$ cat src/rtl/rr_decoder_arbiter.sv
// 16-way round-robin arbiter with a bounded hold time and one dead cycle between grants.
// The winner is kept as a 4-bit index and decoded to a registered one-hot grant.
module rr_decoder_arbiter #(
    parameter int MAX_HOLD = 8,
    parameter int CNT_W    = 8
) (
    input  logic        clk,
    input  logic        reset,
    input  logic        En,
    input  logic [0:15] req,
    output logic [0:15] gnt,
    output logic [3:0]  gnt_idx,
    output logic        gnt_valid
);

    typedef enum logic {IDLE, GRANT} state_t;

    localparam logic [CNT_W-1:0] HOLD_LAST = CNT_W'(MAX_HOLD - 1);

    state_t           state_q, state_d;
    logic [3:0]       ptr_q, ptr_d;
    logic [3:0]       idx_q, idx_d;
    logic [CNT_W-1:0] hold_q, hold_d;
    logic [0:15]      gnt_q, gnt_d;
    logic             valid_q, valid_d;

    logic             found;
    logic [3:0]       winner;
    logic [3:0]       cand;
    logic             release_now;

    // Search starts at ptr and wraps; the 4-bit add gives the mod-16 wrap for free.
    always_comb begin
        found  = 1'b0;
        winner = ptr_q;
        cand   = '0;
        for (int k = 0; k < 16; k++) begin
            cand = ptr_q + 4'(k);
            if (!found && req[cand]) begin
                found  = 1'b1;
                winner = cand;
            end
        end
    end

    assign release_now = !req[idx_q] || !En || (hold_q == HOLD_LAST);

    always_comb begin
        state_d = state_q;
        ptr_d   = ptr_q;
        idx_d   = idx_q;
        hold_d  = hold_q;
        valid_d = 1'b0;
        gnt_d   = '0;

        case (state_q)
            IDLE: begin
                if (En && found) begin
                    state_d = GRANT;
                    idx_d   = winner;
                    hold_d  = '0;
                end
            end
            GRANT: begin
                // Releasing always passes through IDLE, which is the dead cycle.
                if (release_now) begin
                    state_d = IDLE;
                    ptr_d   = idx_q + 4'd1;
                end else begin
                    hold_d = hold_q + 1'b1;
                end
            end
            default: state_d = IDLE;
        endcase

        valid_d = (state_d == GRANT);
        gnt_d[idx_d] = valid_d;
    end

    always_ff @(posedge clk or posedge reset) begin
        if (reset) begin
            state_q <= IDLE;
            ptr_q   <= '0;
            idx_q   <= '0;
            hold_q  <= '0;
            gnt_q   <= '0;
            valid_q <= 1'b0;
        end else begin
            state_q <= state_d;
            ptr_q   <= ptr_d;
            idx_q   <= idx_d;
            hold_q  <= hold_d;
            gnt_q   <= gnt_d;
            valid_q <= valid_d;
        end
    end

    assign gnt       = gnt_q;
    assign gnt_idx   = idx_q;
    assign gnt_valid = valid_q;

endmodule

$ cat config.mk
export PLATFORM = sky130hd
export DESIGN_NAME = rr_decoder_arbiter
export DESIGN_NICKNAME = d
export VERILOG_FILES = /design/src/rtl/rr_decoder_arbiter.sv
export SDC_FILE = /design/constraint.sdc
export NUM_CORES = 1
export LEC_CHECK = 0
export ABC_AREA = 0
export CORE_MARGIN = 4
export CORE_UTILIZATION = 49
export DETAILED_ROUTE_END_ITERATION = 8
export DONT_BUFFER_PORTS = 1
export PLACE_DENSITY = 0.62
export SYNTH_ARGS = -nofsm -noshare
export SYNTH_HDL_FRONTEND = slang
export SYNTH_SLANG_ARGS = --single-unit
$ cat constraint.sdc
create_clock -name clk -period 13.8 [get_ports clk]
set_clock_uncertainty 0.2 [all_clocks]
set_input_delay 1.38 -clock clk [delete_from_list [all_inputs] [get_ports clk]]
set_output_delay 1.38 -clock clk [all_outputs]
set_load 0.05 [all_outputs]
==> Flow_metrics.wiki <==
{| class="wikitable"
! Metric !! Value
|-
| Cell area after technology mapping || 4250 um^2
|-
| Measured slew at the worst slew-check pin || 1.11 ns
|-
| Highest clock frequency the design can meet || 164 MHz
|-
| Initial cell density of the core || 0.509
|-
| Number of enable-type register cells in the synthesized netlist || 0
|-
| Total Die Area || 10200 um^2
|-
| Count of cell types in the netlist || 78
|-
| First-pass GRT wire length || 19300 um
|-
| Overall routing resource usage || 0.236
|-
| Syn Nets || 470
|-
| GR Overflow Total || 0
|-
| Top cell type by total area after synthesis || dfrtp_1
|-
| Resized Gates After CTS || 0
|-
| Die Width || 101 um
|-
| Most used DFF post-synth || dfrtp_1
|-
| Count of hold-fix buffers inserted at cts || 0
|-
| Total number of placement rows || 33
|-
| Sum of negative setup slack || 0 ns
|-
| Final Worst Setup Slack || 7.70 ns
|-
| Setup crit start kind || register
|-
| Required time at the worst-slack endpoint || 13.76 ns
|-
| Fin util || 0.523
|-
| Fin crit share || 0.442
|-
| Max H-tree Level || 2
|-
| CP Max Fanout || 28
|-
| Post-detailed-placement half-perimeter wirelength || 9120 um
|-
| Max-slew headroom at the worst pin || 0.263
|-
| YS warnings || 0
|-
| Kind of end point of the critical path || register
|-
| Unrepaired setup endpoints after global routing || no
|-
| Total core area || 8340 um^2
|-
| Sequential area share after synthesis || 0.194
|-
| Clock transition time at the flip-flop clock pins of the worst setup and hold paths || 0.07 ns
|-
| Number of detailed-routing iterations run before antenna repair || 6
|-
| Portion of synthesized cell area occupied by the leading cell type || 0.194
|-
| Total via count in the routed design || 3737
|-
| Top cells by area in the synthesized netlist || dfrtp_1 19%, mux4_2 16%, mux2_2 6.4%
|-
| DRC violations left || 0
|-
| Arr. time, crit path || 6.06 ns
|-
| Cell count after synthesis || 442
|-
| Largest net degree at the start of global routing || 34
|-
| Result of the run || complete, no violations
|-
| Clock tree from TritonCTS || done
|-
| Synthesis-to-finish area growth || 2.62%
|-
| Maximum clock insertion buffer count || 2
|-
| Latest clock arrival within the worst-skew pair || 0.28 ns
|-
| Ratio of routed vias to standard cells || 6.99
|-
| Count of pins over their slew limit || 0
|-
| Die outline height || 101 um
|-
| Number of hold violations in the final report || 0
|-
| Number of buffers inserted during clock tree synthesis || 5
|-
| Mean cell area of the mapped netlist || 9.61 um^2
|-
| Via count of the first global-routing pass || 3608
|-
| Port Buf Inserts || 0
|-
| Hold Path Class || reg -> reg
|-
| I/O pin count || 40
|-
| Post-Place Worst Slack || 7.92 ns
|-
| Clock sink count || 33
|-
| Classification of the worst setup path || reg -> reg
|-
| Setup violations, final || 0
|-
| Clock root buffer master || clkbuf_8
|-
| Antenna violations before repair || 0
|-
| Flops & latches, synth || 33
|-
| Number of antenna repair diodes || 0
|-
| Post-route antenna net violation count || 0
|-
| Dominant cell by count in the synthesized netlist || dfrtp_1
|-
| Number of design-rule violations left by the first detailed-router iteration || 514
|-
| Routed length per placed instance || 22.5 um
|-
| Number of inserted filler cells in the final layout || 784
|-
| Net count reported at finish || 457
|-
| Buffers inserted by post-CTS timing repair || 0
|-
| Share of flip-flops with an asynchronous set or reset after synthesis || 1.00
|-
| Final wirelength || 12000 um
|-
| Number of max-capacitance violations reported || 0
|-
| Global placer's final weighted congestion || 0.980
|-
| Leading post-synthesis cells by instance count || 33 x dfrtp_1, 31 x mux4_2, 31 x nand2_1
|-
| Min Hold Slack || 0.370 ns
|-
| Final Critical Period || 6.10 ns
|-
| Share of cells above drive strength 1 || 0.214
|}
==> area by class of cell <==
| cell class | count | area, um^2 | area share |
|---|---|---|---|
| Clock inverter | 3 | 17.5 | 0.00402 |
| Clock buffer | 5 | 68.8 | 0.0158 |
| Tap cell | 105 | 131 | 0.0301 |
| Multi-Input combinational cell | 367 | 3210 | 0.737 |
| Sequential cell | 33 | 826 | 0.189 |
| Inverter | 17 | 63.8 | 0.0146 |
| Timing Repair Buffer | 5 | 37.5 | 0.00861 |
==> cell usage in the layout (no fill, tap or decap), drive strengths merged, types with 3 or more instances in the layout <==
cell / count
a211oi: 10
a21boi: 5
a21oi: 23
a221oi: 4
a22oi: 4
a31oi: 5
and2: 4
and3: 6
and4: 5
buf: 5
clkbuf: 5
clkinv: 3
dfrtp: 33
ha: 9
inv: 16
mux2: 34
mux2i: 23
mux4: 33
nand2: 33
nand2b: 5
nand3: 14
nand3b: 3
nand4: 7
nor2: 29
nor2b: 3
nor3: 13
nor4: 3
o211ai: 10
o21a: 5
o21ai: 18
o22ai: 8
or4: 4
xnor2: 5
xor2: 13
==> worst paths after layout <==
kind                        endpoint  startpoint  cells after the start  slack, ns
min in group asynchronous    gnt[11]       reset                      2       0.87
min reg2reg                hold_q[6]   hold_q[6]                      2       0.37
max                          gnt[14]    ptr_q[0]                     13       7.70
max in group asynchronous  hold_q[6]       reset                      2      12.24
min                        hold_q[6]   hold_q[6]                      2       0.37
max reg2reg                  gnt[14]    ptr_q[0]                     13       7.70
==> metrics by stage <==
stage,area [um^2],instances
final,4360,535
after floorplan,4250,442
after global placement,4270,527
after global routing,4360,535
after CTS,4360,535
after detailed placement,4270,527
==> per-layer routing <==
metal | global-route usage | routed length, um | vias up
met4 | 0.0583 | 387 | 0
li1 | - | - | 1702
met5 | 0 | 0 | -
met3 | 0.0436 | 856 | 32
met1 | 0.325 | 5190 | 1806
met2 | 0.383 | 5620 | 197
==> critical path, stage by stage, from the launching register on <==
cell	delay, ns
dfrtp_1	0.33
buf_4	0.37
inv_2	0.22
ha_1	1.08
mux2_2	0.43
mux4_2	0.52
mux2i_1	0.73
nand4_2	0.29
nor4_1	0.42
or4_1	0.20
o311a_1	0.19
o21ai_1	0.11
or4_4	0.56
a211oi_1	0.31
==> flip-flops by register name (all words and copies together), names as in the netlist <==
signal / count
gnt: 16
ptr_q: 4
hold_q: 8
gnt_idx: 4
gnt_valid: 1
==> logic make-up (layout without fill, tap and decap cells) <==
kind of cell | count (synthesis) | count (layout) | share of synthesized area
adders and majority gates | 9 | 9 | 0.0265
buffers and inverters | 42 | 30 | 0.0489
muxes | 90 | 90 | 0.330
DFF | 33 | 33 | 0.194
AOI/OAI and AO/OA | 111 | 111 | 0.177
and+or+nand+nor | 139 | 139 | 0.184
xor gates and xnor gates | 18 | 18 | 0.0389
Power is not shown: default switching activity piles up to over one toggle a cycle in this logic, so the estimate is an artifact.
